`src/rtl/sub4_serial.sv`:
```
// Bit-serial 4-bit subtractor D = A - B, LSB first, one bit per clock with a registered borrow chain.
// Start accepted in IDLE/DONE; result and done appear 4 cycles later; start is ignored while busy.
module sub4_serial #(
   parameter bit DONE_PULSE = 1'b1
) (
   input  logic clk,
   input  logic rst,
   input  logic start,
   input  logic a3,
   input  logic a2,
   input  logic a1,
   input  logic a0,
   input  logic b3,
   input  logic b2,
   input  logic b1,
   input  logic b0,
   output logic busy,
   output logic done,
   output logic d3,
   output logic d2,
   output logic d1,
   output logic d0,
   output logic bo4,
   output logic bo3,
   output logic bo2,
   output logic bo1
);

   typedef enum logic [1:0] {
      IDLE = 2'd0,
      RUN  = 2'd1,
      DONE = 2'd2
   } state_t;

   state_t     state_q, state_d;
   logic [3:0] a_q, a_d;
   logic [3:0] b_q, b_d;
   logic [3:0] d_q, d_d;
   logic [3:0] bo_q, bo_d;
   logic       br_q, br_d;
   logic [1:0] idx_q, idx_d;
   logic       busy_q, busy_d;
   logic       done_q, done_d;

   logic       a_bit, b_bit, br_new;

   always_comb begin
      state_d = state_q;
      a_d     = a_q;
      b_d     = b_q;
      d_d     = d_q;
      bo_d    = bo_q;
      br_d    = br_q;
      idx_d   = idx_q;
      busy_d  = busy_q;
      done_d  = done_q;

      a_bit   = a_q[idx_q];
      b_bit   = b_q[idx_q];
      br_new  = (~a_bit & b_bit) | (~a_bit & br_q) | (b_bit & br_q);

      case (state_q)
         IDLE, DONE: begin
            if (start) begin
               a_d     = {a3, a2, a1, a0};
               b_d     = {b3, b2, b1, b0};
               d_d     = 4'd0;
               bo_d    = 4'd0;
               br_d    = 1'b0;
               idx_d   = 2'd0;
               busy_d  = 1'b1;
               done_d  = 1'b0;
               state_d = RUN;
            end else if (state_q == DONE && DONE_PULSE) begin
               done_d  = 1'b0;
               state_d = IDLE;
            end
         end
         RUN: begin
            // Each bit stage stores its own borrow-out so the full ripple chain is visible.
            d_d[idx_q]  = a_bit ^ b_bit ^ br_q;
            bo_d[idx_q] = br_new;
            br_d        = br_new;
            idx_d       = idx_q + 2'd1;
            if (idx_q == 2'd3) begin
               busy_d  = 1'b0;
               done_d  = 1'b1;
               state_d = DONE;
            end
         end
         default: begin
            state_d = IDLE;
         end
      endcase
   end

   always_ff @(posedge clk) begin
      if (rst) begin
         state_q <= IDLE;
         a_q     <= 4'd0;
         b_q     <= 4'd0;
         d_q     <= 4'd0;
         bo_q    <= 4'd0;
         br_q    <= 1'b0;
         idx_q   <= 2'd0;
         busy_q  <= 1'b0;
         done_q  <= 1'b0;
      end else begin
         state_q <= state_d;
         a_q     <= a_d;
         b_q     <= b_d;
         d_q     <= d_d;
         bo_q    <= bo_d;
         br_q    <= br_d;
         idx_q   <= idx_d;
         busy_q  <= busy_d;
         done_q  <= done_d;
      end
   end

   assign busy = busy_q;
   assign done = done_q;
   assign d3   = d_q[3];
   assign d2   = d_q[2];
   assign d1   = d_q[1];
   assign d0   = d_q[0];
   assign bo4  = bo_q[3];
   assign bo3  = bo_q[2];
   assign bo2  = bo_q[1];
   assign bo1  = bo_q[0];

endmodule

```
`config.mk`:
```
export PLATFORM = sky130hd
export DESIGN_NAME = sub4_serial
export DESIGN_NICKNAME = d
export VERILOG_FILES = /design/src/rtl/sub4_serial.sv
export SDC_FILE = /design/constraint.sdc
export NUM_CORES = 1
export LEC_CHECK = 0
export CELL_PAD_IN_SITES_DETAIL_PLACEMENT = 2
export CELL_PAD_IN_SITES_GLOBAL_PLACEMENT = 2
export CORE_ASPECT_RATIO = 0.75
export CORE_MARGIN = 2
export CORE_UTILIZATION = 26
export DETAILED_ROUTE_END_ITERATION = 7
export GPL_TIMING_DRIVEN = 0
export HOLD_SLACK_MARGIN = 0.15
export PLACE_DENSITY = 0.81
export SLEW_MARGIN = 40
export SYNTH_ARGS = -nofsm -noshare
export SYNTH_HDL_FRONTEND = slang
export SYNTH_SLANG_ARGS = --single-unit
```
`constraint.sdc`:
```
create_clock -name clk -period 2.1 [get_ports clk]
set_clock_uncertainty 0.2 [all_clocks]
set_input_delay 0.315 -clock clk [delete_from_list [all_inputs] [get_ports clk]]
set_output_delay 0.315 -clock clk [all_outputs]
set_load 0.02 [all_outputs]
```
# After elaboration in Yosys (flattened, before gate mapping)
# Index checks and enable logic that the tools add are counted.
# word_totals
register_bits	23
latch_bits	0
mem_bits_rw	0
mem_bits_ro	0
input_bits	11
wordCells	61
memories	0
# op_classes
add_sub_neg	1
multipliers	0
n_div	0
order_cmp	2
eq_ne	6
shift	0
mux	26
n_bitwise	8
reduce_logical	9
# ops
op	n
$pmux W4 S2	2
$mux W1	9
$bwmux W4	2
$mux W2	4
$pmux W2 S2	2
$pmux W1 S2	3
$reduce_and A2 Y1	3
$reduce_and A3 Y1	2
$bmux W1 S2	2
$eq A2 B2 Y1 const B	2
$mux W4	1
$ne A2 B2 Y1 const B	2
$and A1 B1 Y1	3
$lt A2 B3 Y1 const B	1
$ne A3 B3 Y1 const B	1
$add A2 B1 Y2 const B	1
$demux W1 S2	1
$eq A2 B1 Y1 const B	1
$ge A2 B1 Y1 const B	1
$logic_not A2 Y1	1
$or A1 B1 Y1	2
$reduce_bool A2 Y1	1
$reduce_or A2 Y1	1
$xor A1 B1 Y1	2
2 further kinds	2

# Depth between registers and ports, before layout
# Gate-level depths: netlist of run 1.
# logic_depth
depth_word	8
depth_mapped	5

# Least setup slack after synthesis of run 1
# Ideal clock, no wire load.
# synth_path
path_kind	reg2reg
startpoint	register idx_q[0]
endpoint	register d_q[0]
setup_ns	0.071
arrival_time_ns	1.775
required_time_ns	1.829
setup_slack_ns	0.054
stages_incl_launch_ff	6
n_path_buf	0
path_cell_list	dfxtp_1 > mux4_2 > inv_1 > fa_1 > or2_1 > a21oi_1
# synth_via
elab_chain_cells	6
elab_cells_between_ends	13
# synth_rtl
item	line_no	source
start: declaration	41	logic [1:0] idx_q, idx_d;
start signal: assignment	115	idx_q <= idx_d;
$lt A2 B3 Y1 (implied by the code), or another cell as far along	81	d_d[idx_q] = a_bit ^ b_bit ^ br_q;
$logic_and A1 B1 Y1 (implied by the code), or another cell as far along	81	
$mux W1 (implied by the code) / $xor A1 B1 Y1 (equally long branches)	81	
$demux W1 S2 / $xor A1 B1 Y1 (equally long branches)	81	
$bwmux W4 *	81	
$pmux W4 S2 *	62	case (state_q)
end signal: assignment	102	d_q <= 4'd0;
end signal: assignment	112	d_q <= d_d;
end: declaration	38	logic [3:0] d_q, d_d;
# Every way passes the cells marked *; elsewhere a longest branch is shown, timed or not. The select of a mux whose other input is x is not followed.
# A chain may end at the register's enable or synchronous reset.

# Worst setup path after layout of run 1
# layout_path
startpoint	register idx_q[0]
endpoint	register d_q[1]
# The elaborated chain is that of the path after synthesis.

==> metrics, run 1 <==
Syn Nets 130; largest net degree at the start of global routing 13; Sequential Area 464 um2; Die W 76.2 um; critical path launch point idx_q[0]; ys flop type dfxtp_1; RSZ-0062 raised after global routing yes; DP Cell Count around 190; Tightest Pin Transition roughly 660 ps; Setup Crit Path Kind reg2reg; DR vias/cell 4.69; Max Root-Sink Buffers 2; HPWL after DPL 2180 um; input/output buffers 20; Final Hold Viols 0; Sw Ratio 0.262; Die Y 58.1 um; core area roughly 3700 um2; first-pass GRT wire length between 5000 and 6000 um; crit share post-route 0.982; Distinct cells, synth 22; hold crit path type reg2reg; Starting Density 0.274; area delta synth->final 32.6%; ANT cells 0; worst-skew pair later-pin latency 260 ps; GPL Wtd Cong 0.724; Final nets 156; initial antenna violation count 0; io pins 21; clock group share of total power 0.316; FF-to-FF Start idx_q[0]; Routed wire per std cell 15.2 um; via count roughly 900; critical path required time 2100 ps; gr ovfl total 0; max_slew headroom 0.561; Int Pwr approximately 650 uW; Post-route DRC 0; First DRT Iteration DRCs 28; final setup fails 0; remaining antenna violation count 0; CTS tree done; Post-synth EDFFs 0; CTS Sinks 23; Max IR drop VDD slightly below 0.4 mV; DRT Pass-1 Iters 4; pwr/cell area 657 nW/um2; Critical Path Sink Type flop; fin crit period 2060 ps; Arr. time, crit path 2060 ps; post-synthesis async set-or-reset flop share 0; Core Rows 19; TritonCTS Buffers 3; Final Instance Count excl. Fillers about 190; Post-CTS Hold Fix Bufs 0; share of cells above drive strength 1 0.144; Cells after Synth 114; Fmax achieved 0.485 GHz; Ys Warns 0; Die ar. 4430 um2; CP Launch Type flop; Seq/Total Area, Yosys 0.453; Clock Pin Slew Worst Setup and Hold Paths about 80 ps; Post-Route Utilization 0.363; post-synth design cell area 1020 um2; Max-Cap Viols 0; Sequential Power Share 0.529; Total GRT Usage 0.147; Comb power frac 0.155; FILL cells between 400 and 500; min-delay src a_q[3]; Final Power 885 uW; vias in the first global route 1019; fin worst setup slack 37.6 ps; leak pwr 0.455 nW; Slew Limit Fails 0; Final Routed Wirelength roughly 2900 um; critical path fanouts, max 4; Root Driver clkbuf_8; worst slack at placement -211 ps; count of state elements after synthesis 23; H-Tree Depth 1; Avg Inst Size Synth between 8 and 9 um2; status complete, no violations; Multi-input gate area 514 um2; fin area between 1000 and 1500 um2; switching pwr 232 uW; sum of negative setup slack 0 ps; DP Area around 1300 um2; final hold slack 268 ps
-- power groups by stage --
| stage | logic [mW] | clock network [mW] | registers (mW) |
|---|---|---|---|
| after floorplan | 0.0738 | 0 | 0.479 |
| after global placement | 0.123 | 0 | 0.479 |
| after detailed placement | 0.131 | 0 | 0.481 |
| after CTS | 0.138 | 0.289 | 0.469 |
| after global routing | 0.152 | 0.310 | 0.471 |
| final | 0.137 | 0.280 | 0.468 |
-- worst paths after layout --
path,cells past startpoint,endpoint,slack [ps]
worst max-delay path,5,d_q[1],40
worst min register to register,2,a_q[3],270
worst min-delay path,2,a_q[3],270
worst max register to register,5,d_q[1],40
-- synth_stat cells (all sizes together) (2+ instances only) --
master  instances  area (um2)
nand3          15        85.1
clkbuf          2        7.51
or2             4        25.0
nand2          20        75.1
a21oi          21         113
nor2b           3        18.8
mux4            2        45.0
nor2            4        15.0
ha              4        50.1
nand3b          4        30.0
nand2b          2        15.0
buf             4        32.5
dfxtp          23         460
inv             3        11.3
-- worst max-delay path, stage by stage, from the launching register on --
cell and delay [ps]:
dfxtp_4 370, mux4_2 510, inv_2 80, fa_2 470, or2_1 250, a21oi_2 110
-- metal layers --
metal | up-vias | track usage | part of all wire
met2 | 14 | 0.265 | 0.51
met4 | 0 | 0.0234 | 0.0028
met3 | 2 | 0.0389 | 0.031
met5 | - | 0 | 0
met1 | 444 | 0.183 | 0.46
li1 | 435 | - | -
-- logic make-up after synthesis --
family | after synthesis | synth area share
buffers and inverters | 9 | 0.0505
adder cells (fa/ha/maj) | 5 | 0.0690
AO/OA/AOI/OAI | 23 | 0.123
multiplexers | 2 | 0.0443
flip-flops | 23 | 0.453
AND/OR/NAND/NOR | 52 | 0.260
-- cell usage in the layout (no fill, tap or decap) --
| cell | Yosys | routed |
|---|---|---|
| inv_1 | 3 | 2 |
| o21ai_0 | 1 | 1 |
| nor2_1 | 4 | 4 |
| clkbuf_1 | 2 | 3 |
| dfxtp_1 | 23 | 22 |
| a21oi_2 | 2 | 4 |
| nand3_2 | 2 | 2 |
| nor2b_1 | 3 | 3 |
| nand2b_2 | 1 | 1 |
| nand3b_1 | 4 | 4 |
| dfxtp_4 | 0 | 1 |
| buf_2 | 2 | 2 |
| clkbuf_8 | 0 | 3 |
| buf_4 | 0 | 1 |
| clkdlybuf4s50_1 | 0 | 20 |
| ha_1 | 4 | 4 |
| mux4_2 | 2 | 2 |
| nand2b_1 | 1 | 1 |
| nand2_1 | 20 | 20 |
| inv_2 | 0 | 1 |
| o21a_1 | 1 | 1 |
| nand3_1 | 13 | 13 |
| a21oi_1 | 19 | 17 |
| or2_1 | 3 | 4 |
| fa_2 | 0 | 1 |
| buf_6 | 2 | 2 |
-- cell type report --
class	count	area share
sequential	23	0.344
timing repair buffer	21	0.154
multi-input combinational	82	0.382
inverter	3	0.00836
tap	52	0.0483
clock buffer	4	0.0334
buffer	6	0.0297
-- registers in the layout (all words and copies together) (netlist names) --
signal,flops
idx_q,2
bo_q,4
b_q,4
a_q,4
done,1
busy,1
br_q,1
d_q,4
state_q,2
-- timing repair --
action | CTS | global route
pin swaps | 1 | 5
resized for setup | 3 | 4
hold endpoints to repair | 0 | 0
buffers inserted | 1 | 0
setup endpoints to repair | 5 | 4
(Power assumes the default switching activity.)
==> run 2: changes to the inputs <==
==> constraint.sdc (replaced) <==
create_clock -name clk -period 2.1 [get_ports clk]
set_clock_uncertainty 0.2 [all_clocks]
set_input_delay 0.42 -clock clk [delete_from_list [all_inputs] [get_ports clk]]
set_output_delay 0.42 -clock clk [all_outputs]
set_load 0.02 [all_outputs]
==> results of run 2 <==
Final layout, timing and power as in run 1 (identical DEF).
